$ cat src/rtl/muldiv_ctrl.sv
// MULT/DIV sequencer: drives the iterative unit's enable for a fixed
// iteration count, then captures the 64-bit result into HI/LO.
module muldiv_ctrl #(
  parameter int MULT_CYCLES = 33,
  parameter int DIV_CYCLES  = 33,
  parameter int CNT_W       = 6
) (
  input  logic        clk,
  input  logic        reset,
  input  logic        start_mult,
  input  logic        start_div,
  input  logic [31:0] divisor,
  input  logic [31:0] mult_hi_in,
  input  logic [31:0] mult_lo_in,
  input  logic [31:0] div_hi_in,
  input  logic [31:0] div_lo_in,
  output logic        multOp,
  output logic        divOp,
  output logic        busy,
  output logic        done,
  output logic        div_zero,
  output logic [31:0] hi,
  output logic [31:0] lo
);

  typedef enum logic [2:0] {
    IDLE,
    MULT_RUN,
    DIV_RUN,
    CAPTURE,
    DZERO
  } state_t;

  localparam logic [CNT_W-1:0] MULT_LAST = CNT_W'(MULT_CYCLES - 1);
  localparam logic [CNT_W-1:0] DIV_LAST  = CNT_W'(DIV_CYCLES - 1);

  state_t           state;
  logic [CNT_W-1:0] cnt;
  logic             op_div;

  // Enable stays high through CAPTURE so the unit's result is not cleared
  // before it is sampled.
  always_ff @(posedge clk or posedge reset) begin
    if (reset) begin
      state    <= IDLE;
      cnt      <= '0;
      op_div   <= 1'b0;
      multOp   <= 1'b0;
      divOp    <= 1'b0;
      busy     <= 1'b0;
      done     <= 1'b0;
      div_zero <= 1'b0;
      hi       <= '0;
      lo       <= '0;
    end else begin
      done     <= 1'b0;
      div_zero <= 1'b0;
      unique case (state)
        IDLE: begin
          if (start_mult) begin
            state  <= MULT_RUN;
            multOp <= 1'b1;
            busy   <= 1'b1;
            cnt    <= '0;
            op_div <= 1'b0;
          end else if (start_div) begin
            if (divisor != 32'd0) begin
              state  <= DIV_RUN;
              divOp  <= 1'b1;
              busy   <= 1'b1;
              cnt    <= '0;
              op_div <= 1'b1;
            end else begin
              state <= DZERO;
              busy  <= 1'b1;
            end
          end
        end
        MULT_RUN: begin
          cnt <= cnt + 1'b1;
          if (cnt == MULT_LAST)
            state <= CAPTURE;
        end
        DIV_RUN: begin
          cnt <= cnt + 1'b1;
          if (cnt == DIV_LAST)
            state <= CAPTURE;
        end
        CAPTURE: begin
          hi     <= op_div ? div_hi_in : mult_hi_in;
          lo     <= op_div ? div_lo_in : mult_lo_in;
          multOp <= 1'b0;
          divOp  <= 1'b0;
          busy   <= 1'b0;
          done   <= 1'b1;
          state  <= IDLE;
        end
        DZERO: begin
          div_zero <= 1'b1;
          busy     <= 1'b0;
          state    <= IDLE;
        end
        default: begin
          state  <= IDLE;
          multOp <= 1'b0;
          divOp  <= 1'b0;
          busy   <= 1'b0;
        end
      endcase
    end
  end

endmodule

$ cat config.mk
export PLATFORM = sky130hd
export DESIGN_NAME = muldiv_ctrl
export DESIGN_NICKNAME = d
export VERILOG_FILES = /design/src/rtl/muldiv_ctrl.sv
export SDC_FILE = /design/constraint.sdc
export NUM_CORES = 1
export LEC_CHECK = 0
export CAP_MARGIN = 20
export CORE_MARGIN = 8
export CORE_UTILIZATION = 35
export CTS_BUF_LIST = sky130_fd_sc_hd__clkbuf_4
export DETAILED_ROUTE_END_ITERATION = 10
export PLACE_DENSITY = 0.79
export SLEW_MARGIN = 10
export SYNTH_ARGS = -nofsm -noshare
export SYNTH_HDL_FRONTEND = slang
export SYNTH_SLANG_ARGS = --single-unit
$ cat constraint.sdc
create_clock -name clk -period 2.65 [get_ports clk]
set_input_delay 0.53 -clock clk [delete_from_list [all_inputs] [get_ports clk]]
set_output_delay 0.53 -clock clk [all_outputs]
set_load 0.1 [all_outputs]
==> results.json <==
{
  "synth-edff-count": 0,
  "worstRegToRegCells": 4,
  "dieWidth_um": 120.8,
  "yosysUniqueCellTypes": 39,
  "max_freq_mhz": 499.2,
  "grt_max_degree": 68,
  "syn_nets": 551,
  "critPathRequiredTime_ps": 2930,
  "cts_tree": "yes",
  "clock_latency_ps": 400,
  "tightest_slew_ps": 610.6,
  "fin_crit_ps": 2003,
  "antenna_found_initial": 0,
  "cts_resized": 0,
  "drc_errors": 0,
  "drive_gt1_share_pct": 15.91,
  "finalHoldViolations": 0,
  "nets": 777,
  "synthCells": 385,
  "synth-warning-count": 0,
  "die_area_um2": 14580,
  "netlist_area_um2": 3841,
  "r2r_end": "lo[16]$_DFFE_PP0P_",
  "tns_ps": 0,
  "path_class": "flop to flop",
  "htree_levels": 3,
  "synth_seq_cells": 79,
  "grt_pass1_wl_um": 19980,
  "setup_violations": 0,
  "synth-main-ff-cell": "dfrtp_1",
  "drt_iter0_drc": 197,
  "cts_root_buf": "clkbuf_4",
  "hold_buffers": 0,
  "cts_buffer_depth": 2,
  "end_kind": "flop",
  "design_area_um2": 6260,
  "max_cap_violations": 0,
  "critPathLaunchType": "flop",
  "viasPerCell": 4.819,
  "post-cts-setup-buffers": 0,
  "ios": 233,
  "io_buffers": 232,
  "syn_area_per_cell_um2": 9.977,
  "routed_wirelength_um": 12560,
  "placeableCoreArea_um2": 10790,
  "clkSinkCount": 79,
  "critical_path_arrival_ps": 2280,
  "timing.final.crit_share_pct": 75.59,
  "antenna_left": 0,
  "area_growth_pct": 62.96,
  "grt_setup_unrepaired": "no",
  "routedWlPerCell_um": 16.61,
  "grt_pass1_vias": 3921,
  "diodes": 0,
  "rr_startpoint": "state[1]$_DFFE_PP0P_",
  "fin_worst_skew_ps": 14.20,
  "overflow": 0,
  "die_h_um": 120.8,
  "async_flop_share_pct": 100.0,
  "routabilityCongestion": 0.8400,
  "critical_path.max_fanout": 67,
  "rows": 38,
  "cts_buffers": 9,
  "status": "finished, final reports clean",
  "hpwl_um": 10290,
  "slew_headroom_pct": 59.29,
  "clk_pin_slew_ps": 130,
  "place_area_um2": 6096,
  "grt_usage_pct": 17.06,
  "n_fill_cell": 959,
  "yosysSeqAreaShare_pct": 51.47,
  "finalMaxSlewViolations": 0,
  "min_path_type": "primary input to asynchronous set/reset pin",
  "firstDrtPassIters": 4,
  "start_util_pct": 35.59,
  "num_vias": 3643,
  "reg2reg_setup_slack_ps": 650
}
-- how the worst max path moves through the flow --
stage                         start  slack, ps                  to  depth (start not counted)
3_3_place_gp            divisor[11]        600  cnt[0]$_DFFE_PP0P_                          6
6_report       state[1]$_DFFE_PP0P_        650  lo[16]$_DFFE_PP0P_                          4
3_5_place_dp             start_mult        510  cnt[4]$_DFFE_PP0P_                          6
2_1_floorplan                 reset        100    busy$_DFFE_PP0P_                          1
4_1_cts        state[2]$_DFFE_PP0P_        660  lo[16]$_DFFE_PP0P_                          3
5_1_grt        state[1]$_DFFE_PP0P_        410  lo[16]$_DFFE_PP0P_                          4
-- routing by layer --
| metal | global-route usage, % | share of wire [%] | wire (um) | vias to the layer above |
|---|---|---|---|---|
| met5 | 0 | 0 | 0 | - |
| met4 | 5.074 | 1.2 | 146 | 0 |
| met3 | 5.455 | 7.9 | 998 | 14 |
| met2 | 30.77 | 51 | 6446 | 146 |
| met1 | 18.70 | 40 | 4964 | 1680 |
| li1 | - | - | - | 1803 |
-- registers in the layout, summed over array words and instances, names as in the netlist --
register	flops
lo	32
cnt	6
op_div	1
multOp	1
hi	32
done	1
div_zero	1
busy	1
divOp	1
state	3
-- cells in the mapped netlist (2+ instances only) --
library cell | count | area share, %
a21oi_1 | 8 | 1.0
a22o_1 | 2 | 0.46
and2_1 | 2 | 0.33
buf_2 | 18 | 2.3
buf_6 | 3 | 0.88
clkbuf_1 | 3 | 0.29
clkbuf_2 | 2 | 0.26
dfrtp_1 | 79 | 51
ha_1 | 2 | 0.65
inv_1 | 8 | 0.78
mux2i_1 | 64 | 17
nand2_1 | 71 | 6.9
nand2b_1 | 2 | 0.33
nand3_1 | 3 | 0.39
nand4_1 | 3 | 0.49
nor2_1 | 8 | 0.78
nor2b_1 | 2 | 0.33
nor3_1 | 5 | 0.65
nor4_1 | 10 | 1.6
o211ai_1 | 2 | 0.39
o21ai_0 | 61 | 7.9
o21ai_1 | 9 | 1.2
o21bai_1 | 2 | 0.39
-- through the flow --
step / hold WS (ps) / worst slack [ps] / util (%) / cells
5_1_grt: 503.5 / 410.5 / 58.00 / 756
3_3_place_gp: 462.3 / 595.8 / 56.48 / 740
3_5_place_dp: 471.9 / 507.5 / 56.48 / 740
6_report: 473.1 / 646.7 / 58.00 / 756
4_1_cts: 478.1 / 662.7 / 58.00 / 756
2_1_floorplan: 533.6 / 96.62 / - / 385
-- kinds of logic after synthesis --
family	synth area share (%)
mux	16.97
compound gates	12.77
simple gates	12.87
xor+xnor	0.4561
fa+ha+maj	0.9120
flops	51.47
buf+inv	4.560
-- critical path, stage by stage (launching register included) --
cell and delay, ps:
dfrtp_1 580, nand2_1 170, or2_4 530, buf_4 410
o21ai_0 150
-- cell usage in the layout (no fill, tap or decap), types with 2 or more instances in the layout --
cell type,count
nand4_1,3
clkinvlp_4,2
bufinv_16,2
nand2b_1,2
nand3_1,3
a21oi_1,8
clkdlybuf4s50_1,163
ha_1,2
buf_4,78
o211ai_1,2
o21ai_1,9
a22o_1,2
nor2b_1,2
and2_1,2
dfrtp_1,78
nor4_1,10
nand2_1,71
o21ai_0,61
mux2i_1,64
nor3_1,5
nor2_1,8
o21bai_1,2
inv_1,7
clkbuf_4,9
-- layout make-up --
cell class | instances | area [um^2] | share of cell area, %
sequential | 79 | 1981 | 31.64
timing repair buffer | 241 | 2217 | 35.42
clock inverter | 7 | 96.34 | 1.539
clock buffer | 9 | 67.56 | 1.079
tap | 140 | 175.2 | 2.798
inverter | 8 | 31.28 | 0.4997
multi-input combinational | 272 | 1692 | 27.02
Power is not shown: default switching activity piles up to over one toggle a cycle in this logic, so the estimate is an artifact.
==> patch 1 (same settings) <==
Set the parameter `CNT_W` to 12 (it was 6).
--- a/src/rtl/muldiv_ctrl.sv
+++ b/src/rtl/muldiv_ctrl.sv
@@ -3,7 +3,7 @@
 module muldiv_ctrl #(
   parameter int MULT_CYCLES = 33,
   parameter int DIV_CYCLES  = 33,
-  parameter int CNT_W       = 6
+  parameter int CNT_W       = 12
 ) (
   input  logic        clk,
   input  logic        reset,
Behaviour: no difference found for any inputs over 10 cycles, from zero or initial values and one cycle with reset high; that may be too few to reach the edited logic, so the function may still have changed.
==> patch 1 against the original RTL <==
Maximum frequency shrank 1.2%; count of clock-buffer cells in the layout unchanged; setup slack worse by 0.024 ns; clock skew barely moved; die area rose by 7.1%; routed wire length increased by 8.8%; cell area is 5.2% higher; synthesized cell count up 7.8%; synthesized area is 8.2% higher; sequential cell count up 6; global-route usage rose by 0.054 points; largest cell class unchanged; highest routed layer unchanged.
Power is left out: the tool's default activity adds up to more than one toggle a clock period on the data nets, which glitch-free logic cannot reach.
==> patch 1: results (changes against the original RTL) <==
Global routing:
- The global-route wire length before repair is 21.55 mm (was 19.98 mm).
- The maximum number of pins on one net before global-route repair is 130 (was 68).
- The number of global-route vias before repair is 4199 (was 3921).

Synthesis:
- Ranking of synthesized cells by area: sky130_fd_sc_hd__dfrtp_1, sky130_fd_sc_hd__mux2i_1, sky130_fd_sc_hd__o21ai_0 (unchanged).
- List of most frequent post-synthesis cells: sky130_fd_sc_hd__dfrtp_1, sky130_fd_sc_hd__nand2_1, sky130_fd_sc_hd__mux2i_1 (unchanged).
- The compound-gate portion of the synthesized area was 13.87% (was 12.77%).
- The per-instance average area after synthesis is 10.02 µm² (was 9.977 µm²).
- The sequential share of the synthesized area is 51.16% (was 51.47%).
- The adder-cell share of the synthesized area is 0.8426% (was 0.9121%).
- The net count after synthesis came to 581 (was 551).

Setup path:
- The slowest stage cell on the critical path is sky130_fd_sc_hd__nand3_1 (was sky130_fd_sc_hd__dfrtp_1).
- The launching element of the worst setup path is divisor[2] (was state[1]$_DFFE_PP0P_).
- The reg-to-reg critical path endpoint is cnt[5]$_DFFE_PP0P_ (was lo[16]$_DFFE_PP0P_).
- The arrival time at the worst endpoint came to 2.33 ns (was 2.28 ns).
- The register-to-register setup slack was 0.71 ns (was 0.65 ns).
- The maximum fanout along the worst path was 13 (was 67).

Finish:
- Largest registers ranked by flip-flop count: hi x32, lo x32, cnt x12 (was hi x32, lo x32, cnt x6).
- The number of nets in the layout is 805 (was 777).

Routing:
- The number of DRC markers after the initial detailed-route iteration was 237 (was 197).
- The total via count after detailed routing is 3878 (was 3643).
- The vias per cell is 4.903 (was 4.819).
- The routed wirelength normalized by instance count is 17.28 µm (was 16.61 µm).

STA:
- The maximum clock skew at final layout is 0.01447 ns (was 0.01420 ns).
- The highest clock rate was 0.4932 GHz (was 0.4992 GHz).
- The actual slew at the worst max-slew pin came to 0.8314 ns (was 0.6106 ns).
- The minimum hold slack is 0.4981 ns (was 0.4731 ns).

Place:
- The number of instances in the placed design is 774 (was 740).
- The placed wire-length estimate after detailed placement is 11.02 mm (was 10.29 mm).
- The final RePlAce weighted congestion was 0.8355 (was 0.8400).
- The placed standard-cell area is 6417 µm² (was 6096 µm²).
- The worst setup slack after placement is 0.1757 ns (was 0.5075 ns).

Clocking:
- The root cell of the clock tree is sky130_fd_sc_hd__clkbuf_4 (unchanged).
- The latest clock arrival within the worst-skew pair came to 0.42 ns (was 0.40 ns).

Status:
- Status: complete, no violations (unchanged).

Min path:
- The worst min-delay path class is flop to flop (was input pin to asynchronous set/reset pin).
patch 1: final cells by class:
type | count | area [µm²]
flip-flops and latches | 85 | 2131
clock buffers | 9 | 67.56
fillers | 1052 | 5226
inverters | 13 | 52.55
repair buffers | 240 | 2255
well taps | 147 | 183.9
multi-input cells | 290 | 1823
clock inverters | 7 | 72.57
patch 1: worst max-delay path by stage:
| stage | end |
|---|---|
| CTS | cnt[1]$_DFFE_PP0P_ |
| finish | cnt[1]$_DFFE_PP0P_ |
| floorplan | cnt[3]$_DFFE_PP0P_ |
| detailed placement | cnt[1]$_DFFE_PP0P_ |
| global placement | cnt[9]$_DFFE_PP0P_ |
| global route | cnt[5]$_DFFE_PP0P_ |
patch 1: routing by layer:
| metal | global-route usage, % | wire length, µm |
|---|---|---|
| met1 | 18.79 | 5440 |
| met2 | 31.22 | 7142 |
| met3 | 4.420 | 793 |
| met4 | 6.089 | 288 |
| met5 | 0 | 0 |
==> patch 2 (same flow settings) <==
Without the edit above. Make the reset (`reset`) synchronous in one clocked block.
--- a/src/rtl/muldiv_ctrl.sv
+++ b/src/rtl/muldiv_ctrl.sv
@@ -40,7 +40,7 @@
 
   // Enable stays high through CAPTURE so the unit's result is not cleared
   // before it is sampled.
-  always_ff @(posedge clk or posedge reset) begin
+  always_ff @(posedge clk) begin
     if (reset) begin
       state    <= IDLE;
       cnt      <= '0;
Function: differs if reset is asserted again (counterexample within 4 cycles, from zero or initial values and one cycle with reset high); with reset held inactive, the same outputs for 10 cycles.
==> patch 2 against the original RTL <==
Sequential cell count unchanged; first-iteration DRC count decreased by 51%; die area decreased by 4.4%; routed wire length decreased by 5.5%; setup slack improved by 0.096 ns; synthesized area decreased by 5.0%; cell count decreased by 2.5%; cell area decreased by 4.5%; count of clock-buffer cells in the layout increased by 2.
==> patch 2: results (changes against the original RTL) <==
STA:
- The maximum clock skew at final layout is 0.01269 ns (was 0.01420 ns).
- The max-slew headroom at the worst pin is 50.58% (was 59.29%).

Global routing:
- The global-route wire length before repair is 18.69 mm (was 19.98 mm).
- The maximum number of pins on one net before global-route repair is 77 (was 68).
- The total global-route track usage is 16.31% (was 17.06%).
- The number of global-route vias before repair is 3809 (was 3921).

Synthesis:
- The adder-cell share of the synthesized area is 0.6859% (was 0.9121%).
- The multiplexer fraction of the synthesized cell area came to 17.56% (was 16.97%).
- The XOR/XNOR share of the synthesized area is 0.4458% (was 0.4560%).
- List of most frequent post-synthesis cells: sky130_fd_sc_hd__dfxtp_1, sky130_fd_sc_hd__nor2_1, sky130_fd_sc_hd__a211oi_1, sky130_fd_sc_hd__mux2i_1, sky130_fd_sc_hd__buf_2 (was sky130_fd_sc_hd__dfrtp_1, sky130_fd_sc_hd__nand2_1, sky130_fd_sc_hd__mux2i_1).
- The compound-gate portion of the synthesized area is 18.48% (was 12.77%).
- The share of flip-flops with an asynchronous set or reset after synthesis came to 0% (was 100.0%).
- Ranking of synthesized cells by area: sky130_fd_sc_hd__dfxtp_1, sky130_fd_sc_hd__mux2i_1, sky130_fd_sc_hd__a211oi_1 (was sky130_fd_sc_hd__dfrtp_1, sky130_fd_sc_hd__mux2i_1, sky130_fd_sc_hd__o21ai_0).
- The sequential share of the synthesized area is 43.35% (was 51.47%).
- The net count after synthesis was 548 (was 551).

Setup path:
- The slowest stage cell on the critical path is sky130_fd_sc_hd__buf_4 (was sky130_fd_sc_hd__dfrtp_1).
- The maximum fanout along the worst path is 76 (was 67).
- The arrival time at the worst endpoint was 2.20 ns (was 2.28 ns).
- The register-to-register setup slack is 0.74 ns (was 0.65 ns).
- The delay of the slowest cell on the worst path was 0.55 ns (was 0.58 ns).
- The worst reg2reg path startpoint was state[0]$_SDFFE_PP0P_ (was state[1]$_DFFE_PP0P_).
- The gate family responsible for the most delay along the worst path was buffers and inverters (was simple AND/OR/NAND/NOR gates).

Place:
- The final RePlAce weighted congestion came to 0.7731 (was 0.8400).

Finish:
- The fraction of final layout cells sized beyond drive strength 1 came to 17.33% (was 15.91%).
- The number of nets in the layout is 761 (was 777).

Routing:
- The vias per cell is 4.863 (was 4.819).

Status:
- Status: complete, no violations (unchanged).

Min path:
- The worst min-delay path class is flop to flop (was input pin to asynchronous set/reset pin).
==> patch 2: changes by cell type after synthesis, sizes merged, moves of 3 or more <==
cell | unedited run | this run
a211oi | 0 | 65
a311oi | 1 | 4
clkbuf | 5 | 12
dfrtp | 79 | 0
dfxtp | 0 | 79
inv | 8 | 3
nand2 | 71 | 4
nor2 | 8 | 77
o21ai | 70 | 3
or3 | 0 | 4
==> patch 2: metrics by stage <==
stage	area (µm²)	instances	worst slack, ns	power [W]	hold slack (ns)
4_1_cts	5973	736	0.7417	0.003435	0.5095
3_3_place_gp	5832	720	0.4009	0.002689	0.4629
2_1_floorplan	3649	382	1.028	0.002274	0.4766
6_report	5976	737	0.7425	0.003383	0.5045
3_5_place_dp	5832	720	0.3427	0.002712	0.4840
5_1_grt	5973	736	0.5278	0.003561	0.5216
==> patch 2: path summary, 6_finish.rpt <==
path,endpoint,cells past startpoint
worst max-delay path,hi[16]$_SDFFE_PP0P_,5
worst min-delay path,divOp$_SDFFE_PP0P_,1
worst max register to register,hi[16]$_SDFFE_PP0P_,5
worst min register to register,divOp$_SDFFE_PP0P_,1
==> patch 2: cells by family (layout without fill, tap and decap cells) <==
group,Yosys count,count (layout)
AND/OR/NAND/NOR,111,111
AO/OA/AOI/OAI,88,88
flip-flops,79,79
multiplexers,64,64
buffers and inverters,37,255
adder cells (fa/ha/maj),2,2
XOR/XNOR,1,1
other,0,1
==> patch 2: power groups by stage <==
stage	combinational [W]	clock [W]	sequential, W
CTS	0.00134	0.000746	0.00135
global route	0.00140	0.000798	0.00136
global placement	0.00132	0	0.00137
detailed placement	0.00134	0	0.00138
finish	0.00133	0.000709	0.00135
floorplan	0.000407	0	0.00187
==> patch 2: layout make-up <==
| cell class | instances | area [µm²] |
|---|---|---|
| timing repair buffer | 236 | 2200 |
| clock inverter | 5 | 58.81 |
| antenna | 1 | 2.502 |
| sequential | 79 | 1585 |
| clock buffer | 11 | 82.58 |
| tap | 136 | 170.2 |
| fill | 896 | 4255 |
| inverter | 3 | 11.26 |
| multi-input combinational | 266 | 1866 |
==> patch 2: routing by layer <==
layer / GRT usage, % / routed length (µm)
met4: 5.284 / 154
met1: 17.59 / 4868
met3: 5.659 / 963
met5: 0 / 0
met2: 29.17 / 5873
==> patch 2: worst register-to-register path, cell delays in order, from the launching register on <==
cell,delay (ns)
sky130_fd_sc_hd__dfxtp_1,0.51
sky130_fd_sc_hd__nand2_1,0.24
sky130_fd_sc_hd__nor2_4,0.13
sky130_fd_sc_hd__buf_4,0.55
sky130_fd_sc_hd__nor2_1,0.15
sky130_fd_sc_hd__a211oi_1,0.24
